File: config.mk
export PLATFORM = sky130hd
export DESIGN_NAME = contour_bin_reader
export DESIGN_NICKNAME = d
export VERILOG_FILES = /design/src/rtl/contour_pkg.sv /design/src/rtl/contour_bin_reader_bin_stats_accum.sv /design/src/rtl/contour_bin_reader.sv
export SDC_FILE = /design/constraint.sdc
export NUM_CORES = 1
export LEC_CHECK = 0
export CAP_MARGIN = 10
export CORE_MARGIN = 2
export CORE_UTILIZATION = 50
export CTS_BUF_LIST = sky130_fd_sc_hd__clkbuf_16
export DETAILED_ROUTE_END_ITERATION = 16
export PLACE_DENSITY = 0.67
export SYNTH_ARGS = -nofsm -noshare
export SYNTH_HDL_FRONTEND = slang
export SYNTH_SLANG_ARGS = --single-unit
export TNS_END_PERCENT = 10
File: constraint.sdc
create_clock -name clk -period 3.98 [get_ports clk]
set_input_delay 0.796 -clock clk [delete_from_list [all_inputs] [get_ports clk]]
set_output_delay 0.796 -clock clk [all_outputs]
set_load 0.01 [all_outputs]
File: src/rtl/contour_pkg.sv
// Shared definitions for the contour bin reader slice.
// Holds the image geometry, bus widths, the per-bin statistics record
// and the reader state encoding. These are used by the reader top level
// and by the per-bin accumulator.
package contour_pkg;

  localparam int WIDTH        = 640;
  localparam int HEIGHT       = 480;
  localparam int READ_LATENCY = 2;
  localparam int NUM_BINS     = 7;

  localparam int ADDR_W = 19;
  localparam int BIN_W  = 3;
  localparam int X_W    = 10;
  localparam int Y_W    = 9;

  // Statistics gathered for one bin label during a scan.
  typedef struct packed {
    logic [ADDR_W-1:0] count;
    logic [X_W-1:0]    x_min;
    logic [X_W-1:0]    x_max;
    logic [Y_W-1:0]    y_min;
    logic [Y_W-1:0]    y_max;
  } bin_stats_t;

  // Minimums start at all-ones so the first hit always replaces them.
  localparam bin_stats_t STATS_INIT = '{
    count: '0,
    x_min: '1,
    x_max: '0,
    y_min: '1,
    y_max: '0
  };

  typedef enum logic [2:0] {
    ST_IDLE,
    ST_SCAN,
    ST_DRAIN,
    ST_EMIT,
    ST_DONE
  } state_t;

endpackage

File: src/rtl/contour_bin_reader_bin_stats_accum.sv
// Per-bin statistics accumulator.
// Ports:
//   clk, reset : clock and synchronous active-high reset
//   clear      : restarts the statistics for a new scan
//   hit        : the current returned pixel belongs to this bin
//   x, y       : coordinates of the current returned pixel
//   stats      : pixel count (saturating) and bounding box of the bin
module bin_stats_accum
  import contour_pkg::*;
(
  input  logic           clk,
  input  logic           reset,
  input  logic           clear,
  input  logic           hit,
  input  logic [X_W-1:0] x,
  input  logic [Y_W-1:0] y,
  output bin_stats_t     stats
);

  // Count saturates rather than wrapping so an oversize image can never
  // report a small, misleading count.
  always_ff @(posedge clk) begin
    if (reset || clear) begin
      stats <= STATS_INIT;
    end else if (hit) begin
      if (stats.count != '1) begin
        stats.count <= stats.count + ADDR_W'(1);
      end
      if (x < stats.x_min) stats.x_min <= x;
      if (x > stats.x_max) stats.x_max <= x;
      if (y < stats.y_min) stats.y_min <= y;
      if (y > stats.y_max) stats.y_max <= y;
    end
  end

endmodule

File: src/rtl/contour_bin_reader.sv
// Contour bin reader: raster-scans the 3-bit bin BRAM once, gathers
// per-bin pixel count and bounding box, then streams one record per bin
// (labels 1..NUM_BINS, empty bins included) over a valid/ready handshake.
// Ports:
//   clk, reset      : clock and synchronous active-high reset
//   start           : pulse, begins a scan from IDLE or DONE
//   busy, done      : scan/emit in progress, results all delivered
//   edge_addr_read  : row-major BRAM read address
//   bram_read       : BRAM data, READ_LATENCY cycles after the address
//   bin_valid/ready : record handshake
//   bin_id ... bin_y_max : record fields; empty bins report all zeros
module contour_bin_reader
  import contour_pkg::*;
#(
  parameter int WIDTH        = contour_pkg::WIDTH,
  parameter int HEIGHT       = contour_pkg::HEIGHT,
  parameter int READ_LATENCY = contour_pkg::READ_LATENCY,
  parameter int NUM_BINS     = contour_pkg::NUM_BINS
) (
  input  logic              clk,
  input  logic              reset,
  input  logic              start,
  output logic              busy,
  output logic              done,
  output logic [ADDR_W-1:0] edge_addr_read,
  input  logic [BIN_W-1:0]  bram_read,
  output logic              bin_valid,
  input  logic              bin_ready,
  output logic [BIN_W-1:0]  bin_id,
  output logic              bin_present,
  output logic [ADDR_W-1:0] bin_count,
  output logic [X_W-1:0]    bin_x_min,
  output logic [X_W-1:0]    bin_x_max,
  output logic [Y_W-1:0]    bin_y_min,
  output logic [Y_W-1:0]    bin_y_max
);

  localparam logic [ADDR_W-1:0] LAST_ADDR  = ADDR_W'(WIDTH * HEIGHT - 1);
  localparam logic [X_W-1:0]    LAST_X     = X_W'(WIDTH - 1);
  localparam logic [BIN_W-1:0]  LAST_BIN   = BIN_W'(NUM_BINS);
  localparam logic [3:0]        DRAIN_LAST = 4'(READ_LATENCY - 1);

  state_t              state;
  state_t              state_next;
  logic                accept_start;
  logic [X_W-1:0]      x_cnt;
  logic [Y_W-1:0]      y_cnt;
  logic [3:0]          drain_cnt;
  logic [BIN_W-1:0]    emit_idx;

  logic [READ_LATENCY-1:0] vld_pipe;
  logic [X_W-1:0]          x_pipe [READ_LATENCY];
  logic [Y_W-1:0]          y_pipe [READ_LATENCY];

  bin_stats_t stats [1:NUM_BINS];
  bin_stats_t sel;

  // A start is only honoured when no scan is in flight.
  assign accept_start = start && ((state == ST_IDLE) || (state == ST_DONE));

  always_ff @(posedge clk) begin
    if (reset) state <= ST_IDLE;
    else       state <= state_next;
  end

  always_comb begin
    state_next = state;
    unique case (state)
      ST_IDLE, ST_DONE: if (accept_start) state_next = ST_SCAN;
      ST_SCAN:          if (edge_addr_read == LAST_ADDR) state_next = ST_DRAIN;
      ST_DRAIN:         if (drain_cnt == DRAIN_LAST) state_next = ST_EMIT;
      ST_EMIT:          if (bin_ready && (emit_idx == LAST_BIN)) state_next = ST_DONE;
      default:          state_next = ST_IDLE;
    endcase
  end

  // Address and coordinate generation. The address is held on the last
  // pixel through DRAIN; drain_cnt and emit_idx are primed while scanning
  // so they are ready the moment their state is entered.
  always_ff @(posedge clk) begin
    if (reset) begin
      edge_addr_read <= '0;
      x_cnt          <= '0;
      y_cnt          <= '0;
      drain_cnt      <= '0;
      emit_idx       <= BIN_W'(1);
    end else begin
      unique case (state)
        ST_IDLE, ST_DONE: begin
          if (accept_start) begin
            edge_addr_read <= '0;
            x_cnt          <= '0;
            y_cnt          <= '0;
          end
        end
        ST_SCAN: begin
          drain_cnt <= '0;
          emit_idx  <= BIN_W'(1);
          if (edge_addr_read != LAST_ADDR) begin
            edge_addr_read <= edge_addr_read + ADDR_W'(1);
            if (x_cnt == LAST_X) begin
              x_cnt <= '0;
              y_cnt <= y_cnt + Y_W'(1);
            end else begin
              x_cnt <= x_cnt + X_W'(1);
            end
          end
        end
        ST_DRAIN: drain_cnt <= drain_cnt + 4'(1);
        ST_EMIT: begin
          if (bin_ready && (emit_idx != LAST_BIN)) emit_idx <= emit_idx + BIN_W'(1);
        end
        default: ;
      endcase
    end
  end

  // Coordinate delay line: the tail entry lines up with the BRAM word
  // returning this cycle. Only the valid flags need clearing on reset.
  always_ff @(posedge clk) begin
    if (reset) begin
      vld_pipe <= '0;
    end else begin
      vld_pipe[0] <= (state == ST_SCAN);
      for (int i = 1; i < READ_LATENCY; i++) vld_pipe[i] <= vld_pipe[i-1];
    end
    x_pipe[0] <= x_cnt;
    y_pipe[0] <= y_cnt;
    for (int i = 1; i < READ_LATENCY; i++) begin
      x_pipe[i] <= x_pipe[i-1];
      y_pipe[i] <= y_pipe[i-1];
    end
  end

  for (genvar g = 1; g <= NUM_BINS; g++) begin : g_bin
    bin_stats_accum u_accum (
      .clk   (clk),
      .reset (reset),
      .clear (accept_start),
      .hit   (vld_pipe[READ_LATENCY-1] && (bram_read == BIN_W'(g))),
      .x     (x_pipe[READ_LATENCY-1]),
      .y     (y_pipe[READ_LATENCY-1]),
      .stats (stats[g])
    );
  end

  // Status and record mux. Outside EMIT every record field reads zero, and
  // an empty bin reports zero bounds rather than its all-ones minimums.
  always_comb begin
    sel         = '0;
    busy        = (state == ST_SCAN) || (state == ST_DRAIN) || (state == ST_EMIT);
    done        = (state == ST_DONE);
    bin_valid   = 1'b0;
    bin_id      = '0;
    bin_present = 1'b0;
    bin_count   = '0;
    bin_x_min   = '0;
    bin_x_max   = '0;
    bin_y_min   = '0;
    bin_y_max   = '0;
    for (int i = 1; i <= NUM_BINS; i++) begin
      if (emit_idx == BIN_W'(i)) sel = stats[i];
    end
    if (state == ST_EMIT) begin
      bin_valid = 1'b1;
      bin_id    = emit_idx;
      if (sel.count != '0) begin
        bin_present = 1'b1;
        bin_count   = sel.count;
        bin_x_min   = sel.x_min;
        bin_x_max   = sel.x_max;
        bin_y_min   = sel.y_min;
        bin_y_max   = sel.y_max;
      end
    end
  end

endmodule

# Word-level counts from Yosys, hierarchy flattened
# Memory sizes are Yosys's and may differ from the RTL's.
# Index checks and enable logic that the tools add are counted.
dict set report word_totals {
  register_bits 449
  ram_bits 38
  output_inout_bits 83
  wordCells 220
  mem_count 2
}
# name words width read_ports rd_clocked_by_memory_dff wr line_no
set mem_list {}
lappend mem_list {x_pipe 2 10 2 0 2 contour_bin_reader.sv:52} ;# logic [X_W-1:0] x_pipe [READ_LATENCY];
lappend mem_list {y_pipe 2 9 2 0 2 contour_bin_reader.sv:53} ;# logic [Y_W-1:0] y_pipe [READ_LATENCY];
dict set report op_classes {
  addsub 12
  magnitude_cmp 28
  n_eq_ne 37
  muxes 40
  reduce_logical 59
}
# cell count
set ops {}
lappend ops {{$mux W57} 7}
lappend ops {{$add A19 B1 Y19 const B} 8}
lappend ops {{$ne A19 B19 Y1 const B} 8}
lappend ops {{$mux W19} 4}
lappend ops {{$reduce_and A2 Y1} 36}
lappend ops {{$gt A10 B10 Y1} 7}
lappend ops {{$lt A10 B10 Y1} 7}
lappend ops {{$mux W10} 7}
lappend ops {{$gt A9 B9 Y1} 7}
lappend ops {{$lt A9 B9 Y1} 7}
lappend ops {{$mux W9} 7}
lappend ops {{$pmux W19 S2} 1}
lappend ops {{$eq A3 B3 Y1 const B} 9}
lappend ops {{$pmux W10 S2} 1}
lappend ops {{$eq A19 B19 Y1 const B} 1}
lappend ops {{$reduce_bool A19 Y1} 1}
lappend ops {{$eq A3 B2 Y1 const B} 6}
lappend ops {{$mux W3} 6}
lappend ops {{$pmux W9 S2} 1}
lappend ops {{$ne A2 B2 Y1 const B} 6}
lappend ops {{$pmux W3 S4} 1}
lappend ops {{$add A10 B1 Y10 const B} 1}
lappend ops {{$eq A10 B10 Y1 const B} 1}
lappend ops {{$logic_and A1 B1 Y1} 10}
lappend ops {{16 further kinds} 26}

# Longest topological paths before layout
# Gate-level depths: netlist of the first run.
dict set report logic_depth {
  depth_word 11
  mapped_depth 13
}

# Cells and area by module
# From an unflattened synthesis of the first run, not the netlist that was laid out.
dict set report unflattened {
  hier_cells 3665
  hier_area_um2 30093.9
}
# module instances cells_per_inst area_per_inst_um2 seq_area_each_um2
set modules_own_cells {}
lappend modules_own_cells {{bin_stats_accum (g_bin[1].u_accum ...)} 6 387 3296.9 1141.1}
lappend modules_own_cells {contour_bin_reader 1 961 6920.4 1761.7}
lappend modules_own_cells {{bin_stats_accum (g_bin[5].u_accum)} 1 382 3392.0 1141.1}

# Worst setup path before layout of the first run
# No wires, ideal clock.
dict set report synth_path {
  path_type {reg-to-output}
  from {register emit_idx[2]}
  to {output port bin_count[11]}
  arrival_ps 2909
  required_time_ps 3184
  path_slack_ps 275
  stages_incl_launch_ff 13
  path_buffers 4
  cell_sequence {dfxtp_1 > buf_2 > buf_2 > inv_2 > ha_1 > clkbuf_1 > a221o_1 > a222oi_1 > nand4_1 > o31a_1 > o41ai_4 > buf_6 > nor2_1}
}
dict set report synth_between {
  elab_chain_len 11
  elab_cells_between_ends 17
  cone_classes {eq/ne: 7; mux: 9; reduce/logical: 1}
}
# item line_no
set synth_lines {}
lappend synth_lines {{start: declaration} contour_bin_reader.sv:49} ;# logic [BIN_W-1:0] emit_idx;
lappend synth_lines {{start signal: assignment} contour_bin_reader.sv:111} ;# if (bin_ready && (emit_idx != LAST_BIN)) emit_idx <= emit_idx + BIN_W'(1);
lappend synth_lines {{$eq A3 B1 Y1} contour_bin_reader.sv:162} ;# if (emit_idx == BIN_W'(i)) sel = stats[i];
lappend synth_lines {{$mux W57 (6 in series)} contour_bin_reader.sv:162}
lappend synth_lines {{$mux W57 *} contour_bin_reader.sv:162}
lappend synth_lines {{$reduce_bool A19 Y1} contour_bin_reader.sv:167} ;# if (sel.count != '0) begin
lappend synth_lines {{$mux W19 *} contour_bin_reader.sv:167}
lappend synth_lines {{$mux W19 *} contour_bin_reader.sv:164} ;# if (state == ST_EMIT) begin
lappend synth_lines {{end: declaration} contour_bin_reader.sv:31} ;# output logic [ADDR_W-1:0] bin_count,
# Mark *: on every way between the ends. The rest lies on a longest branch, timed or not.

# Worst setup path in the final report of the first run
dict set report layout_path {
  from {register emit_idx[0]}
  to {output port bin_y_max[0]}
}
dict set report layout_between {
  elab_chain_len 11
  elab_cells_between_ends 17
  cone_classes {eq/ne: 7; mux: 9; reduce/logical: 1}
}
# item line_no
set layout_lines {}
lappend layout_lines {{$eq A3 B1 Y1} contour_bin_reader.sv:162}
lappend layout_lines {{$mux W57 (6 in series)} contour_bin_reader.sv:162}
lappend layout_lines {{$mux W57 *} contour_bin_reader.sv:162}
lappend layout_lines {{$reduce_bool A19 Y1} contour_bin_reader.sv:167}
lappend layout_lines {{$mux W9 *} contour_bin_reader.sv:167}
lappend layout_lines {{$mux W9 *} contour_bin_reader.sv:164}
lappend layout_lines {{end: declaration} contour_bin_reader.sv:35} ;# output logic [Y_W-1:0] bin_y_max
# Marks and branches as above.

==> flow_summary_export.csv, run 1 <==
group,metric,value,unit
floorplanning,die-width,243,um
power,combPwrFrac,7.4,%
sta,max_freq,0.220,GHz
global_route,grt_max_degree,89,
sta,slew_violations,0,
floorplanning,die_area,58900,um^2
route,drt-pass1-iter-count,9,
power,p_clk_share,47.2,%
route,totalWireLength,87200,um
sta,hold_viol_final,0,
sta,slew_headroom,30.1,%
global_route,grt_pass1_vias,25300,
global_route,grt_antenna_before_repair,1,
power,cellPowerDensity,332,nW/um^2
floorplanning,start_util,50.5,%
sta,timing.final.ws_setup,-0.560,ns
power,p_leak,15.6,nW
sta,grt_setup_unrepaired,"yes",
critical_path,end_kind,"primary output",
power,ir_drop,0.328,mV
synth,avgSynthCellArea,8.24,um^2
cts,ctsHoldBuffers,0,
synth,syn_nets,3736,
cts,cts_tree,"done",
synth,synth_compound_area_share,16.8,%
power,switching_share,24.7,%
sta,clock_skew,0.0166,ns
critical_path,crit_required,3.18,ns
synth,synth_top_area_share,34.2,%
synth,synth_area,28500,um^2
cts,clockBufferDepth,3,
final_layout,final_cell_mix,"485 x dfxtp_1, 427 x nor2_1, 273 x nand2_1",
place,place_congestion,0.961,
synth,yosys-top-cells-area,"dfxtp_1 34%, ha_1 12%, mux2i_1 6.9%",
cts,htree_levels,2,
place,dp.final_hpwl,64200,um
cts,clockRootBuffer,"clkbuf_16",
synth,synthMuxAreaShare,6.96,%
synth,yosysSeqAreaShare,34.2,%
status,status,"complete, but fails checks",
floorplanning,die_height,243,um
final_layout,final_common_cell,"dfxtp_1",
synth,synth_edf_count,0,
synth,synth_top_family_by_area,"simple AND/OR/NAND/NOR gates",
sta,setup_tns,-19.34,ns
status,violations,"setup timing",
final_layout,syn_to_final_growth,15.9,%
synth,synthCells,3459,
synth,async_flop_share,0,%
synth,ys_ff_latch,487,
place,port-buffer-count,89,
synth,synth_top_area_cell,"dfxtp_1",
cts,clock_latency,0.62,ns
power,power.share.sequential,45.4,%
worst_hold_path,hold_class,"reg -> reg",
power,total_power,11.0,mW
route,ant_nets,0,
synth,synthAdderAreaFrac,11.9,%
sta,setup_viol,43,
sta,finalCritPeriodShare,114,%
final_layout,fin_area,33000,um^2
power,switchingPower,2.71,mW
cts,cts_buffers,54,
synth,yosysUniqueCellTypes,65,
synth,synth_xor_area_share,4.09,%
route,dr_total_vias,26300,
synth,synthFlopType,"dfxtp_1",
route,viasPerCell,5.95,
global_route,grt_pass1_wl,138000,um
critical_path,startpoint_type,"flip-flop",
floorplanning,rows,87,
cts,cts_sinks,487,
synth,yosys_warnings,0,
global_route,grt.total_usage,28.9,%
floorplanning,core-area,56400,um^2
critical_path,worstPathMaxFanout,8,
route,drc,0,
global_route,grt_overflow,0,
place,placedInstanceArea,31000,um^2
power,cellInternalPower,8.25,mW
sta,fin_crit,4.54,ns
final_layout,layout-drive-gt1-share,10.0,%
cts,path_clk_slew,0.06,ns
run,cap_violations,0,
final_layout,final_nets,3890,
critical_path,worstPathArrival,3.74,ns
sta,worst_pin_slew,1.05,ns
route,wl_per_cell,19.8,um
critical_path,crit_type,"reg -> out",
route,drt_iter0_drc,2121,
floorplanning,io_pins,90,
synth,yosys.area_share.simple,20.1,%
-- state kept, by name (all words and copies together), names as in the netlist, 4 cells and up --
signal and flops:
drain_cnt 4, edge_addr_read 19, g_bin.u_accum.stats 399, x_cnt 10, x_pipe 20, y_cnt 9, y_pipe 18
-- critical path, cell delays in order (launching register included) --
cell and delay [ns]:
dfxtp_4 0.39, ha_4 0.16, ha_4 0.17, nor4b_4 0.08, buf_4 0.15, a221o_1 0.32
a222oi_1 0.42, nand4_1 0.15, o31a_1 0.35, o41ai_4 0.22, buf_6 0.19, buf_4 0.13
buf_12 0.13, buf_6 0.10, nor2_2 0.03, buf_2 0.15
-- logic make-up after synthesis --
family,Yosys count
multiplexers,198
AND/OR/NAND/NOR,1231
AO/OA/AOI/OAI,698
adder cells (fa/ha/maj),270
flip-flops,487
buffers and inverters,442
XOR/XNOR,133
-- what timing repair did --
| item | 4_1_cts | 5_1_grt |
|---|---|---|
| pin swaps | 18 | 10 |
| endpoints found under the setup margin | 58 | 54 |
| cloned | 2 | 0 |
| resized for setup | 172 | 37 |
| buffers inserted | 16 | 3 |
-- metrics by stage --
stage | worst slack (ns) | instances | utilization, % | hold slack [ns]
2_1_floorplan | 0.275 | 3459 | - | 0.310
3_3_place_gp | -0.225 | 4290 | 54.9 | 0.310
3_5_place_dp | -0.340 | 4291 | 55.0 | 0.313
4_1_cts | -0.733 | 4408 | 58.5 | 0.325
5_1_grt | -0.717 | 4413 | 58.6 | 0.324
6_report | -0.560 | 4414 | 58.6 | 0.323
-- final cells by class --
class / instances / area (um^2)
Fill cell: 5118 / 23400
Multi-Input combinational cell: 2530 / 17200
Sequential cell: 487 / 9760
Timing Repair Buffer: 273 / 2230
Clock buffer: 54 / 1350
Inverter: 267 / 1000
Tap cell: 756 / 946
Clock inverter: 46 / 485
Antenna cell: 1 / 2.50
-- power groups by stage --
stage | Combinational, mW | Sequential (mW) | Clock (mW)
CTS | 0.806 | 4.97 | 5.27
finish | 0.815 | 4.97 | 5.17
detailed placement | 0.795 | 5.08 | 0
global placement | 0.777 | 5.07 | 0
global route | 0.891 | 4.97 | 5.46
floorplan | 0.520 | 5.05 | 0
-- synth_stat cells, types with 21 or more instances --
cell and n:
nor2b_1 33, nand4_1 64, a221o_1 42, o21a_1 59
and4_1 26, nand2b_1 28, or3_1 21, o21ai_0 158
nand3_1 209, xnor2_1 61, buf_1 38, xor2_1 72
mux2i_1 197, and2_1 24, inv_1 265, nor3_1 44
a31oi_1 49, nand2_1 274, nor2_1 430, a21oi_1 127
clkbuf_1 126, a222oi_1 42, o211ai_1 47, a21o_1 49
dfxtp_1 487, ha_1 270
-- final timing paths --
| kind | slack [ns] | end | cells past startpoint | startpoint |
|---|---|---|---|---|
| setup reg to reg | 0.80 | g_bin[5].u_accum.stats[4] | 10 | y_pipe[0][9] |
| hold / removal | 0.32 | x_pipe[0][11] | 0 | x_pipe[0][1] |
| setup / recovery | -0.56 | bin_y_max[0] | 15 | emit_idx[0] |
| hold reg to reg | 0.32 | x_pipe[0][11] | 0 | x_pipe[0][1] |
-- per-layer routing --
| metal | vias up | wire length [um] | global-route usage, % |
|---|---|---|---|
| met5 | - | 0 | 0 |
| met1 | 12700 | 37900 | 37.6 |
| li1 | 12600 | - | - |
| met2 | 862 | 40200 | 48.1 |
| met3 | 170 | 5910 | 4.33 |
| met4 | 0 | 3210 | 11.3 |
Note: power is estimated with default switching activity, not from simulation.
==> inputs of run 2 (changes only) <==
CORE_ASPECT_RATIO = 2   (was default)
==> run 2 against run 1 <==
The run still ends with setup timing left; sequential power barely moved; cell count fell by 0.18%; hold slack improved by 0.0033 ns; non-clock buffer count rose by 12; critical path type unchanged; largest cell class unchanged; largest power group is now sequential cells.
==> flow_summary_export.csv, run 2 (synthesis results as in run 1) <==
group,metric,value,unit
global_route,met1_usage,29.6,%
sta,whs,0.326,ns
place,dp.final_hpwl,75300,um
final_layout,ff_latch_area,9760,um^2
power,total_power,10.3,mW
final_layout,largest_reg_flops,399,
cts,path_clk_slew,0.07,ns
place,dpl_worst_slack,-0.388,ns
route,ant_nets,0,
power,ir_drop,0.286,mV
global_route,grt_overflow,0,
final_layout,final_cells,4406,
critical_path,cp.buffers_inverters,7,
final_layout,fillCellCount,5181,
cts,clockBufferDepth,3,
floorplanning,rows,123,
critical_path,worstPathArrival,3.83,ns
power,p_leak,15.6,nW
global_route,grt_max_degree,101,
sta,finalCritPeriodShare,116,%
critical_path,startpoint_type,"flip-flop",
route,drt-pass1-iter-count,6,
global_route,gr-max-usage-layer,"met2",
run,cap_violations,0,
critical_path,crit_chain,"ha_4 > ha_4 > buf_16 > buf_4 > a221o_1 > a222oi_1 > nand4_1 > o31a_1 > o41ai_4 > buf_4 > buf_12 > buf_12 > clkbuf_16 > nor2_1 > buf_2",
final_layout,final_common_cell,"dfxtp_1",
global_route,grtUsageMet2,61.3,%
critical_path,worstPathMaxFanout,5,
route,wl_per_cell,22.6,um
place,port-buffer-count,89,
sta,timing.final.ws_setup,-0.645,ns
final_layout,syn_to_final_growth,15.3,%
floorplanning,die_area,59000,um^2
floorplanning,io_pins,90,
sta,worst_pin_slew,1.09,ns
route,totalWireLength,99700,um
route,viasPerCell,6.14,
sta,hold_viol_final,0,
global_route,grt_pass1_vias,27300,
global_route,grt_antenna_before_repair,1,
critical_path,crit_type,"reg -> out",
floorplanning,start_util,50.6,%
cts,cts_buffers,47,
sta,grt_setup_unrepaired,"yes",
critical_path,slowest_stage,"a222oi_1",
place,dp_cells,4293,
final_layout,final_nets,3895,
sta,setup_tns,-21.79,ns
cts,clockRootBuffer,"clkbuf_16",
route,drc,0,
final_layout,regMostFlops,"g_bin.u_accum.stats",
critical_path,crit_family,"compound AO/OA/AOI/OAI gates",
cts,clock_latency,0.60,ns
critical_path,end_kind,"primary output",
route,drt_iter0_drc,1857,
final_layout,reg_top3,"g_bin.u_accum.stats x399, x_pipe x20, edge_addr_read x19",
critical_path,crit_required,3.18,ns
sta,setup_viol,41,
critical_path,critPathMaxStageDelay,0.39,ns
global_route,grtUsageMet3,5.34,%
place,place_congestion,1.03,
sta,fin_crit,4.62,ns
cts,cts_sinks,487,
sta,slew_violations,0,
place,placedInstanceArea,31100,um^2
worst_hold_path,hold_class,"reg -> reg",
floorplanning,die-width,173,um
floorplanning,die_height,342,um
cts,ctsHoldBuffers,0,
final_layout,multi_input_area,17300,um^2
floorplanning,core-area,56300,um^2
final_layout,fin_area,32800,um^2
cts,cts_tree,"done",
critical_path,r2r_cells,9,
status,status,"complete, but fails checks",
final_layout,layout-drive-gt1-share,9.71,%
global_route,grt.total_usage,32.9,%
sta,clock_skew,0.0142,ns
final_layout,final_cell_mix,"485 x dfxtp_1, 430 x nor2_1, 277 x inv_1",
critical_path,cp.depth,15,
cts,htree_levels,2,
sta,max_freq,0.216,GHz
status,violations,"setup timing",
worst_hold_path,hold_path_depth,0,
final_layout,final_util,58.3,%
power,cellPowerDensity,313,nW/um^2
route,dr_total_vias,27100,
sta,slew_headroom,27.0,%
global_route,grt_pass1_wl,151000,um
==> run 2: cell type report <==
cell class / count / area share (%)
Antenna cell: 1 / 0.00762
Clock buffer: 47 / 3.58
Clock inverter: 39 / 0.907
Inverter: 267 / 3.05
Multi-Input combinational cell: 2530 / 52.5
Sequential cell: 487 / 29.7
Tap cell: 750 / 2.86
Timing Repair Buffer: 285 / 7.35
==> run 2: what timing repair did <==
| item | in CTS | in global routing |
|---|---|---|
| cloned | 3 | 1 |
| gates resized for setup | 203 | 22 |
| hold endpoints to repair | 0 | 0 |
| endpoints found under the setup margin | 53 | 50 |
| pin swaps | 23 | 16 |
| setup buffers | 16 | 8 |
==> run 2: worst reg2reg max path: stages (launching register included) <==
cell     delay, ns
dfxtp_1       0.73
ha_1          0.36
nor2b_1       0.13
o21a_1        0.17
o21a_1        0.16
o21ai_0       0.15
a21oi_1       0.09
o31ai_1       0.86
buf_4         0.31
mux2i_1       0.20
==> run 2: final timing paths <==
kind                  from                   endpoint  slack (ns)
max            emit_idx[0]               bin_x_max[0]       -0.64
min           y_pipe[0][3]              y_pipe[0][12]        0.33
max reg2reg  y_pipe[0][10]  g_bin[1].u_accum.stats[3]        0.74
min reg2reg   y_pipe[0][3]              y_pipe[0][12]        0.33
==> run 2: per-layer routing <==
layer / wire (um) / share of wire [%]
met1: 32400 / 32
met3: 5280 / 5.3
met2: 51400 / 52
met4: 10700 / 11
met5: 0 / 0
==> run 2: power breakdown <==
group	internal, mW	switching, mW
registers	4.91	0.0394
clock network	2.42	2.05
logic	0.289	0.584
